File: src/rtl/sha256_padder.sv
// rtl/sha256_padder.sv - SHA-256 message padder: byte stream in, 512-bit padded blocks out
// Optional block counter output enabled by defining SHA256_PAD_BLKCNT_EN.
module sha256_padder (
    input  logic         clk,
    input  logic         reset_n,
    input  logic [7:0]   in_data,
    input  logic         in_valid,
    input  logic         in_last,
    input  logic         in_empty,
    output logic         in_ready,
    output logic [511:0] blk_data,
    output logic         blk_valid,
    output logic         blk_last,
    input  logic         blk_ready
`ifdef SHA256_PAD_BLKCNT_EN
    ,
    output logic [15:0]  blk_cnt
`endif
);
    typedef enum logic [1:0] {FILL, EMIT, PAD} state_t;

    state_t         state_q, state_d;
    logic [5:0]     ptr_q, ptr_d;
    logic [63:0]    len_q, len_d;
    logic [511:0]   buf_q, buf_d;
    logic           last_q, last_d;
    logic           pad_next_q, pad_next_d;
    logic           pad80_q, pad80_d;
    logic           in_ready_q, in_ready_d;
    logic           blk_valid_q, blk_valid_d;

    logic           accept;
    logic           hs;
    logic [6:0]     r;
    logic [63:0]    len_new;
    logic [511:0]   wbuf;
    logic [8:0]     wr_pos;
    logic [8:0]     pad_pos;

    assign accept = in_valid & in_ready_q & (state_q == FILL);
    assign hs     = blk_valid_q & blk_ready;

    always_comb begin
        state_d    = state_q;
        ptr_d      = ptr_q;
        len_d      = len_q;
        buf_d      = buf_q;
        last_d     = last_q;
        pad_next_d = pad_next_q;
        pad80_d    = pad80_q;
        wbuf       = buf_q;
        len_new    = len_q;
        r          = {1'b0, ptr_q};
        wr_pos     = 9'd511 - {ptr_q, 3'b000};
        pad_pos    = 9'd511;
        case (state_q)
            FILL: begin
                if (accept) begin
                    // in_empty closes the message at the current pointer without storing a byte
                    if (!(in_last && in_empty)) begin
                        wbuf[wr_pos -: 8] = in_data;
                        len_new           = len_q + 64'd8;
                        r                 = {1'b0, ptr_q} + 7'd1;
                    end
                    len_d = len_new;
                    ptr_d = ptr_q + 6'd1;
                    if (in_last) begin
                        ptr_d   = 6'd0;
                        state_d = EMIT;
                        pad_pos = 9'd511 - {r[5:0], 3'b000};
                        if (!r[6]) begin
                            wbuf[pad_pos -: 8] = 8'h80;
                        end
                        if (r <= 7'd55) begin
                            wbuf[63:0] = len_new;
                            last_d     = 1'b1;
                            pad_next_d = 1'b0;
                        end else begin
                            last_d     = 1'b0;
                            pad_next_d = 1'b1;
                            pad80_d    = r[6];
                        end
                    end else if (ptr_q == 6'd63) begin
                        state_d    = EMIT;
                        last_d     = 1'b0;
                        pad_next_d = 1'b0;
                    end
                    buf_d = wbuf;
                end
            end
            EMIT, PAD: begin
                if (hs) begin
                    pad80_d    = 1'b0;
                    pad_next_d = 1'b0;
                    if (last_q) begin
                        state_d = FILL;
                        ptr_d   = 6'd0;
                        len_d   = 64'd0;
                        buf_d   = '0;
                        last_d  = 1'b0;
                    end else if (pad_next_q) begin
                        state_d = PAD;
                        buf_d   = {(pad80_q ? 8'h80 : 8'h00), 440'd0, len_q};
                        last_d  = 1'b1;
                    end else begin
                        state_d = FILL;
                        buf_d   = '0;
                    end
                end
            end
            default: state_d = FILL;
        endcase
        in_ready_d  = (state_d == FILL);
        blk_valid_d = (state_d != FILL);
    end

    always_ff @(posedge clk or negedge reset_n) begin
        if (!reset_n) begin
            state_q     <= FILL;
            ptr_q       <= 6'd0;
            len_q       <= 64'd0;
            buf_q       <= '0;
            last_q      <= 1'b0;
            pad_next_q  <= 1'b0;
            pad80_q     <= 1'b0;
            in_ready_q  <= 1'b0;
            blk_valid_q <= 1'b0;
        end else begin
            state_q     <= state_d;
            ptr_q       <= ptr_d;
            len_q       <= len_d;
            buf_q       <= buf_d;
            last_q      <= last_d;
            pad_next_q  <= pad_next_d;
            pad80_q     <= pad80_d;
            in_ready_q  <= in_ready_d;
            blk_valid_q <= blk_valid_d;
        end
    end

    assign in_ready  = in_ready_q;
    assign blk_data  = buf_q;
    assign blk_valid = blk_valid_q;
    assign blk_last  = last_q;

`ifdef SHA256_PAD_BLKCNT_EN
    logic [15:0] blk_cnt_q, blk_cnt_d;

    always_comb begin
        blk_cnt_d = blk_cnt_q;
        if (hs) begin
            blk_cnt_d = last_q ? 16'd0 : blk_cnt_q + 16'd1;
        end
    end

    always_ff @(posedge clk or negedge reset_n) begin
        if (!reset_n) begin
            blk_cnt_q <= 16'd0;
        end else begin
            blk_cnt_q <= blk_cnt_d;
        end
    end

    assign blk_cnt = blk_cnt_q;
`endif
endmodule
File: config.mk
export PLATFORM = sky130hd
export DESIGN_NAME = sha256_padder
export DESIGN_NICKNAME = d
export VERILOG_FILES = /design/src/rtl/sha256_padder.sv
export SDC_FILE = /design/constraint.sdc
export NUM_CORES = 1
export LEC_CHECK = 0
export BUFFER_PORTS_ARGS = -buffer_cell sky130_fd_sc_hd__buf_2
export CORE_UTILIZATION = 58
export CTS_BUF_LIST = sky130_fd_sc_hd__clkbuf_2
export DETAILED_ROUTE_END_ITERATION = 12
export PLACE_DENSITY = 0.88
export SYNTH_ARGS = -nofsm -noshare
export SYNTH_HDL_FRONTEND = slang
export SYNTH_SLANG_ARGS = --single-unit
File: constraint.sdc
create_clock -name clk -period 3.7 [get_ports clk]
set_input_delay 0 -clock clk [delete_from_list [all_inputs] [get_ports clk]]
set_output_delay 0 -clock clk [all_outputs]
set_load 0.05 [all_outputs]
==> impl.org, run 1 <==
** Place
- At the placement stage, the worst setup path has a slack of 0.443 ns.
- The count of buffers added on input and output ports is 528.
- Gpl congestion :: 0.978
- Detailed Place HPWL :: 78100 um

** Hold path
- The worst hold path begins at in_empty.
- The worst hold path terminates at blk_data[23].
- Min-Delay Path Class :: primary input to flip-flop
- The worst hold path was traced through 6 stages.

** Setup path
- Capturing point of the worst reg2reg path :: blk_data[440]
- Along the worst path, the maximum fanout reaches 11.
- R2R cell count :: 8
- Type of element capturing the critical path :: flip-flop
- STA classifies the critical path startpoint as a flip-flop.
- The worst register-to-register path has a setup slack of 0.21 ns.
- By startpoint and endpoint, the worst setup path is classified as flip-flop to flip-flop.
- For the worst setup path, the data arrival time is 4.75 ns.
- Start of the worst register-to-register path :: ptr_q[1]
- CP Data Required Time :: 4.96 ns

** Drt
- For this run, design rule violations remaining after detail routing come to 0.
- Count of routing violations after the opening detailed-route iteration :: 4437
- Vias after detailed routing :: 29200
- Via-per-instance ratio :: 6.69
- For this run, the detailed router's first-pass iteration total came to 7.
- Routed wire per std cell :: 25.3 um
- Post-Route WL :: 110000 um
- The detail route stage leaves a number of antenna-violating nets equal to 0.

** Yosys
- Synthesized-area fraction occupied by ao, oa, aoi and oai cells :: 22.7%
- Simple-Gate Fraction of Synth Area :: 18.8%
- Counting distinct cell types in the post-synthesis netlist gives 89.
- The biggest area contributor in the post-synthesis netlist is dfrtp_1.
- Of the total synthesized cell area, the portion taken by XOR and XNOR cells is 0.757%.
- After synthesis, flip-flops and latches occupy 51.0% of the total area.
- EDFF count, synth :: 0
- For this run, the leading register cell type out of synthesis is dfrtp_1.
- The Yosys step of the flow raised 0 warnings.
- Synthesis produced a netlist with a net count of 2998.
- By area, the combinational part of the netlist is dominated by compound AO/OA/AOI/OAI gates.
- Fraction of registers with async set or reset after synthesis :: 100%
- By area the synthesized netlist is led by dfrtp_1, a22o_1, nor2_1, nand2_1, o21ai_0.
- After synthesis, the mean cell area works out to 9.67 sq um.
- Summing the areas of all fa, ha and maj instances in the mapped netlist gives 0.392% of the synthesized area.
- Synthesis handed over a netlist of 2975 instances.
- Counting flops and latches in the post-synthesis netlist gives 586.
- Mapped cell area :: 28800 sq um
- Top-area cell type share of the netlist area :: 51.0%
- Measured against the total synthesized area, the mux share comes to 3.49%.

** Floorplan
- Count of pins on the block boundary :: 529
- The core region is 49000 sq um.
- Chip Width :: 225 um
- The initial utilization of the core area, before any placement, comes to 58.8%.
- Floorplan die height :: 225 um
- Count of standard-cell rows :: 81
- The die covers 50500 sq um.

** Timing
- The worst pin sits at a relative slew slack of 27.9%.
- Clock skew on the completed layout was measured at 0.104 ns.
- For the pin with the worst max-slew slack, the measured transition is 1.07 ns.
- Setup violation total in the final timing report :: 0
- Final number of max-transition violations :: 0
- Count of endpoints failing hold in the final timing report :: 0
- Total Negative Setup Slacks :: 0 ns
- Timing would allow up to 287 MHz.
- Final period utilization :: 94.3%
- Worst Slack Setup Final :: 0.211 ns
- Setup repair after global routing missed its margin :: no
- The clock period could shrink to 3.49 ns.

** CTS
- Buffers inserted by post-CTS timing repair :: 0
- The H-tree was split into 4 levels.
- The clock passes through at most 3 buffers.
- CTS saw 586 sinks.
- Clk Latency, worst-skew pair :: 1.42 ns
- Cts-stage hold buffer count :: 36
- Post_cts resized :: 0
- Clock tree from TritonCTS :: done
- Counting the buffers created by CTS gives 150.
- Root buf cell :: clkbuf_2
- Clk slew on worst S/H paths :: 0.10 ns

** Global route
- For met3 alone, demand over resource in global routing was 14.0%.
- GR Util All Layers :: 43.5%
- Vias in the first global route :: 27300
- The first global-routing pass estimated 165000 um of wire.
- Routing usage on met2 :: 64.4%
- Summed over all layers, the global routing overflow is 0.
- The number of antenna violations at the first check in global routing came to 2.
- Entering global routing, the biggest net connects 132 pins.
- Global routing usage on met1 :: 55.3%
- The layer flagged by global routing as most heavily used is met2.

** Layout
- The filler cells instantiated in the layout total 3692.
- Compared with the post-synthesis result, the final layout area differs by 18.2%.
- Fraction of layout cells with a size suffix above 1 :: 25.4%
- At the end of the flow, the number of nets in the layout was 3615.

** Run status
- The run finished with clean final reports.

** Pwr
- Pwr/cell area :: 497 nW/um^2
- Summed over all cells, the static leakage comes to 16.5 nW.
- IR analysis of the VDD net gives a maximum drop of 0.408 mV.

** Flow run
- Max-cap violations in this run came to 0.
[metal layers]
layer	vias up	routed length, um
met1	14000	39300
met3	559	14300
met4	0	7400
li1	12200	-
met5	-	0
met2	2444	49400
[sequential cells by signal, summed over array words and instances (netlist names)]
register,cells
blk_data,512
blk_last,1
blk_valid,1
in_ready,1
len_q,61
pad80_q,1
pad_next_q,1
ptr_q,6
state_q,2
[synth_stat cells (all sizes together), types with 5 or more instances]
cell type and instances:
xnor2 6, buf 71, a32oi 19, nand2b 11, nor3 76, a21oi 187
a21o 7, dfrtp 586, and3 26, a32o 31, and2 13, nand2 348
o21ai 254, o21a 28, o311ai 11, xor2 18, o31ai 82, o22ai 9
inv 18, a211o 5, clkbuf 105, a41oi 5, o211ai 10, a31oi 30
nor4 28, a22o 178, a221o 11, nand4 17, or3 22, nor2 404
nand3 162, mux2i 98, ha 9, a22oi 31
[layout by cell type (no fill, tap or decap), drive strengths merged, types with 5 or more instances in the layout]
cell type    Yosys  routed
nand2          348     348
a31oi           30      30
o31ai           82      82
and3            26      26
nand2b          11      11
a21o             7       7
a32o            31      31
clkbuf         105     207
dfrtp          586     586
a211o            5       5
o211ai          10      10
xor2            18      18
xnor2            6       6
or3             22      22
o21a            28      28
dlygate4sd3      0      35
inv             18      23
and2            13      13
nor2           404     404
ha               9       9
a41oi            5       5
nand3          162     162
nor3            76      76
mux2i           98      98
a221o           11      11
o21ai          254     254
o311ai          11      11
a22o           178     178
a21oi          187     187
o22ai            9       9
a32oi           19      19
a22oi           31      31
nor4            28      28
clkinv           0      42
nand4           17      17
buf             71     606
[stage by stage]
| step | hold WS (ns) | total power [mW] | utilization [%] | cells | instance area (sq um) |
|---|---|---|---|---|---|
| 6_report | 0.114 | 16.9 | 69.5 | 4366 | 34000 |
| 3_5_place_dp | 0.163 | 12.1 | 65.9 | 4068 | 32300 |
| 4_1_cts | 0.0290 | 16.6 | 69.4 | 4362 | 34000 |
| 5_1_grt | 0.121 | 17.4 | 69.4 | 4364 | 34000 |
| 2_1_floorplan | -0.296 | 10.3 | - | 2975 | 28800 |
| 3_3_place_gp | 0.162 | 12.0 | 65.9 | 4068 | 32300 |
[worst max-delay path, cell delays in order, from the launching register on]
cell	delay, ns
dfrtp_1	0.59
ha_1	0.40
nand3_1	0.30
o31ai_4	0.49
nor3_4	0.15
nand2b_1	0.44
nor2_1	0.19
o31ai_2	0.55
a22o_1	0.25
[final cells by class]
type / instances / area, sq um / area share (%)
flip-flops and latches: 586 / 14700 / 43.1
well taps: 664 / 831 / 2.44
multi-input cells: 2195 / 13300 / 39.2
inverters: 18 / 67.6 / 0.199
diodes: 4 / 10.0 / 0.0294
clock buffers: 207 / 1040 / 3.05
clock inverters: 51 / 303 / 0.891
repair buffers: 641 / 3770 / 11.1
[worst max-delay path by stage]
stage	start	endpoint	slack, ns	depth (start not counted)
floorplan	ptr_q[0]	blk_data[59]	0.92	10
global placement	ptr_q[1]	blk_data[398]	0.54	8
detailed placement	ptr_q[1]	blk_data[397]	0.44	8
CTS	ptr_q[1]	blk_data[440]	0.41	8
global route	ptr_q[0]	blk_data[392]	0.11	8
finish	ptr_q[1]	blk_data[440]	0.21	8
[report_power, final]
part / internal (mW) / switching [mW]
Combinational: 1.17 / 4.37
Clock: 1.78 / 2.83
Sequential: 6.58 / 0.180
Total: 9.53 / 7.38
[cells by family after synthesis]
kind of cell | after synthesis
adders and majority gates | 9
DFF | 586
buffers and inverters | 194
AOI/OAI and AO/OA | 934
xor gates and xnor gates | 24
muxes | 100
and+or+nand+nor | 1128
Note: power is estimated with default switching activity, not from simulation.
==> inputs of run 2 (changes only) <==
--- a/config.mk
+++ b/config.mk
@@ -6,10 +6,13 @@
 export NUM_CORES = 1
 export LEC_CHECK = 0
 export BUFFER_PORTS_ARGS = -buffer_cell sky130_fd_sc_hd__buf_2
-export CORE_UTILIZATION = 58
+export CELL_PAD_IN_SITES_DETAIL_PLACEMENT = 1
+export CELL_PAD_IN_SITES_GLOBAL_PLACEMENT = 1
+export CORE_ASPECT_RATIO = 1.4
+export CORE_UTILIZATION = 44
 export CTS_BUF_LIST = sky130_fd_sc_hd__clkbuf_2
 export DETAILED_ROUTE_END_ITERATION = 12
-export PLACE_DENSITY = 0.88
+export PLACE_DENSITY = 0.87
 export SYNTH_ARGS = -nofsm -noshare
 export SYNTH_HDL_FRONTEND = slang
 export SYNTH_SLANG_ARGS = --single-unit
==> impl.org, run 2 (synthesized netlist as in run 1, its figures left out) <==
** Pwr
- Switching part of the total :: 44.5% (was 43.6%)
- The cell area power density is 497 nW/um^2 (about the same).
- Leakage dissipation :: 16.6 nW (was 16.5 nW)
- Peak supply drop :: 0.534 mV (was 0.408 mV)
- The total internal power is 9.46 mW (was 9.53 mW).
- Clock group share of total power :: 26.9% (was 27.3%)
- The relative contribution of sequential cells to total power came to 39.7% (was 40.0%).
- The power spent charging and discharging nets was 7.58 mW (was 7.38 mW).
- The part of the power in combinational logic is 33.4% (was 32.8%).

** Drt
- The post-detailed-route count of antenna-violating nets is 0 (unchanged).
- Pre-Repair DR Iteration Count :: 6 (was 7)
- Count of routing violations after the opening detailed-route iteration :: 2758 (was 4437)
- The wire length reported by the detailed router was 130000 um (was 110000 um).
- The routed length per instance came to 28.7 um (was 25.3 um).
- Top routing layer in use :: met5 (was met4)
- Metal1 wirelength :: 47100 um (was 39300 um)
- The number of remaining DRC errors came to 0 (unchanged).
- The wire length on met3 came to 10600 um (was 14300 um).
- The per-cell via count in the routed design is 6.44 (was 6.69).
- Vias after detailed routing :: 29300 (was 29200)
- Met2 routed WL :: 62800 um (was 49400 um)

** Layout
- Fin cells :: 4547 (was 4366)
- The area added between synthesis and finish was 19.2% (was 18.2%).
- Fin nets :: 3629 (was 3615)
- Commonest non-fill, non-tap cell in the layout :: dfrtp_1 (unchanged)
- Commonest cells after routing, fill and taps aside :: dfrtp_1, buf_2, nor2_1, nand2_1, o21ai_0 (unchanged)
- The fill cell total of the finished layout was 7591 (was 3692).
- Max reg flops :: 512 (unchanged)
- Final non-filler cell area :: 34300 sq um (was 34000 sq um)
- The share of layout cells above drive strength 1 was 26.0% (was 25.4%).

** Global route
- Vias in the first global route :: 30000 (was 27300)
- GR Util All Layers :: 39.1% (was 43.5%)
- Global-route wire length before repair :: 193000 um (was 165000 um)
- The remaining global-route overflow came to 0 (unchanged).
- Pin count of the biggest net entering global routing :: 119 (was 132)
- Initial antenna violation count :: 4 (was 2)

** Timing
- The worst setup skew after layout was 0.0691 ns (was 0.104 ns).
- The post-layout minimum cycle time came to 3.71 ns (was 3.49 ns).
- Worst Slack Setup Final :: -0.00541 ns (was 0.211 ns)
- The total negative slack is -0.00541 ns (was 0 ns).
- Setup violation total in the final timing report :: 1 (was 0)
- The max-slew headroom at the worst pin came to 31.3% (was 27.9%).
- The measured slew at the worst slew-check pin came to 1.03 ns (was 1.07 ns).
- The count of endpoints failing hold in the final timing report is 0 (unchanged).
- Final period utilization :: 100% (was 94.3%)
- Highest clock rate :: 270 MHz (was 287 MHz)
- The final max-slew violation count was 0 (unchanged).
- Setup repair after global routing missed its margin: no (unchanged).

** Setup path
- CP Data Required Time :: 4.97 ns (was 4.96 ns)
- Worst Path Arrival :: 4.98 ns (was 4.75 ns)
- The startpoint of the most critical register-to-register path is ptr_q[1] (unchanged).
- Crit start category :: primary input (was flip-flop)
- First element of the critical path :: in_last (was ptr_q[1])
- Setup slack on the worst flop-to-flop path :: 0.16 ns (was 0.21 ns)
- The logic depth of the worst register-to-register path came to 9 (was 8).
- The endpoint class of the critical path was a flip-flop (unchanged).
- The largest fanout on the critical path was 18 (was 11).
- The critical setup path kind is primary input to flip-flop (was flip-flop to flip-flop).
- The endpoint of the worst register-to-register path is state_q[1] (was blk_data[440]).

** Floorplan
- The die span in x came to 218 um (was 225 um).
- The area of the die is 66400 sq um (was 50500 sq um).
- The area of the core region is 64400 sq um (was 49000 sq um).
- Effective utilization at floorplan :: 44.7% (was 58.8%)
- Floorplan die height :: 305 um (was 225 um)
- Count of pins on the block boundary :: 529 (unchanged)
- The placement row count came to 110 (was 81).

** Place
- Gpl congestion :: 0.961 (was 0.978)
- The number of placed instances, taps included was 4266 (was 4068).
- Detailed Place HPWL :: 94000 um (was 78100 um)
- The cell area after placement was 32600 sq um (was 32300 sq um).
- The number of buffers inserted by port buffering came to 528 (unchanged).

** CTS
- The buffers inserted during post-CTS setup optimization is 0 (unchanged).
- The clock sink count is 586 (unchanged).
- The number of buffers between clock root and the deepest sink is 3 (unchanged).
- The number of H-tree levels is 4 (unchanged).
- Clock buffers created by TritonCTS :: 143 (was 150)
- Clock tree from TritonCTS :: done (unchanged)
- Clk Latency, worst-skew pair :: 1.41 ns (was 1.42 ns)
- Clk slew on worst S/H paths :: 0.13 ns (was 0.10 ns)
- The library cell used as clock root buffer is clkbuf_2 (unchanged).

** Run status
- Outcome: finished, violations left (was finished clean).
- The final reports fail on setup timing.

** Flow run
- The number of max-capacitance violations reported is 0 (unchanged).

** Hold path
- Min-Delay Path Class :: primary input to asynchronous set/reset pin (was primary input to flip-flop)
run 2: cell types whose count changed in the layout (fill, tap and decap cells not counted), sizes merged:
cell | previous run | this run
clkbuf | 207 | 205
clkinv | 42 | 28
buf | 606 | 628
dlygate4sd3 | 35 | 34
diode | 4 | 2
bufinv | 4 | 3
clkinvlp | 0 | 3
run 2: area by class of cell:
| cell class | count | area (sq um) | share of cell area (%) |
|---|---|---|---|
| clock buffer | 205 | 1030 | 2.99 |
| clock inverter | 39 | 243 | 0.708 |
| antenna | 2 | 5.00 | 0.0146 |
| timing repair buffer | 662 | 3900 | 11.4 |
| multi-input combinational | 2195 | 13300 | 38.9 |
| tap | 840 | 1050 | 3.07 |
| inverter | 18 | 67.6 | 0.197 |
| sequential | 586 | 14700 | 42.8 |
run 2: worst max-delay path, stage by stage:
cell and delay, ns:
dlygate4sd3_1 0.55, dlygate4sd3_1 0.61, buf_2 0.32, dlygate4sd3_1 1.03, and2_4 0.46, nor3_4 0.10
xnor2_1 0.22, o21ai_2 0.87, buf_4 0.41, o21ai_1 0.11, a221o_1 0.27
run 2: power groups by stage:
stage                     Combinational, mW  Sequential (mW)  Clock, mW
after CTS                              5.53             6.75       4.62
after floorplan                        2.92             7.33          0
after detailed placement               5.47             6.88          0
after global routing                   5.94             6.78       4.89
after global placement                 5.34             6.87          0
final                                  5.69             6.77       4.58
run 2: worst max-delay path by stage:
stage	endpoint	cells after the start
2_1_floorplan	blk_data[59]	10
3_3_place_gp	blk_data[30]	8
3_5_place_dp	blk_data[213]	7
4_1_cts	state_q[1]	9
5_1_grt	blk_data[44]	12
6_report	blk_data[59]	11
run 2: layer usage:
metal | GRT usage, % | vias to the layer above
li1 | - | 12200
met1 | 45.0 | 14800
met3 | 10.2 | 548
met2 | 63.1 | 1648
met5 | 0 | -
met4 | 27.0 | 4
run 2: timing repair:
item,in CTS,in global routing
resized for setup,0,1
hold endpoints to repair,1172,0
hold buffers,35,0
setup endpoints to repair,0,1
run 2: metrics by stage:
stage	util, %	setup WS, ns	total power, mW	hold WS [ns]
2_1_floorplan	-	0.919	10.3	-0.296
3_3_place_gp	50.7	0.490	12.2	0.0439
3_5_place_dp	50.7	0.428	12.3	0.0411
4_1_cts	53.2	0.269	16.9	0.0713
5_1_grt	53.2	0.0435	17.6	0.205
6_report	53.2	-0.00541	17.0	0.241
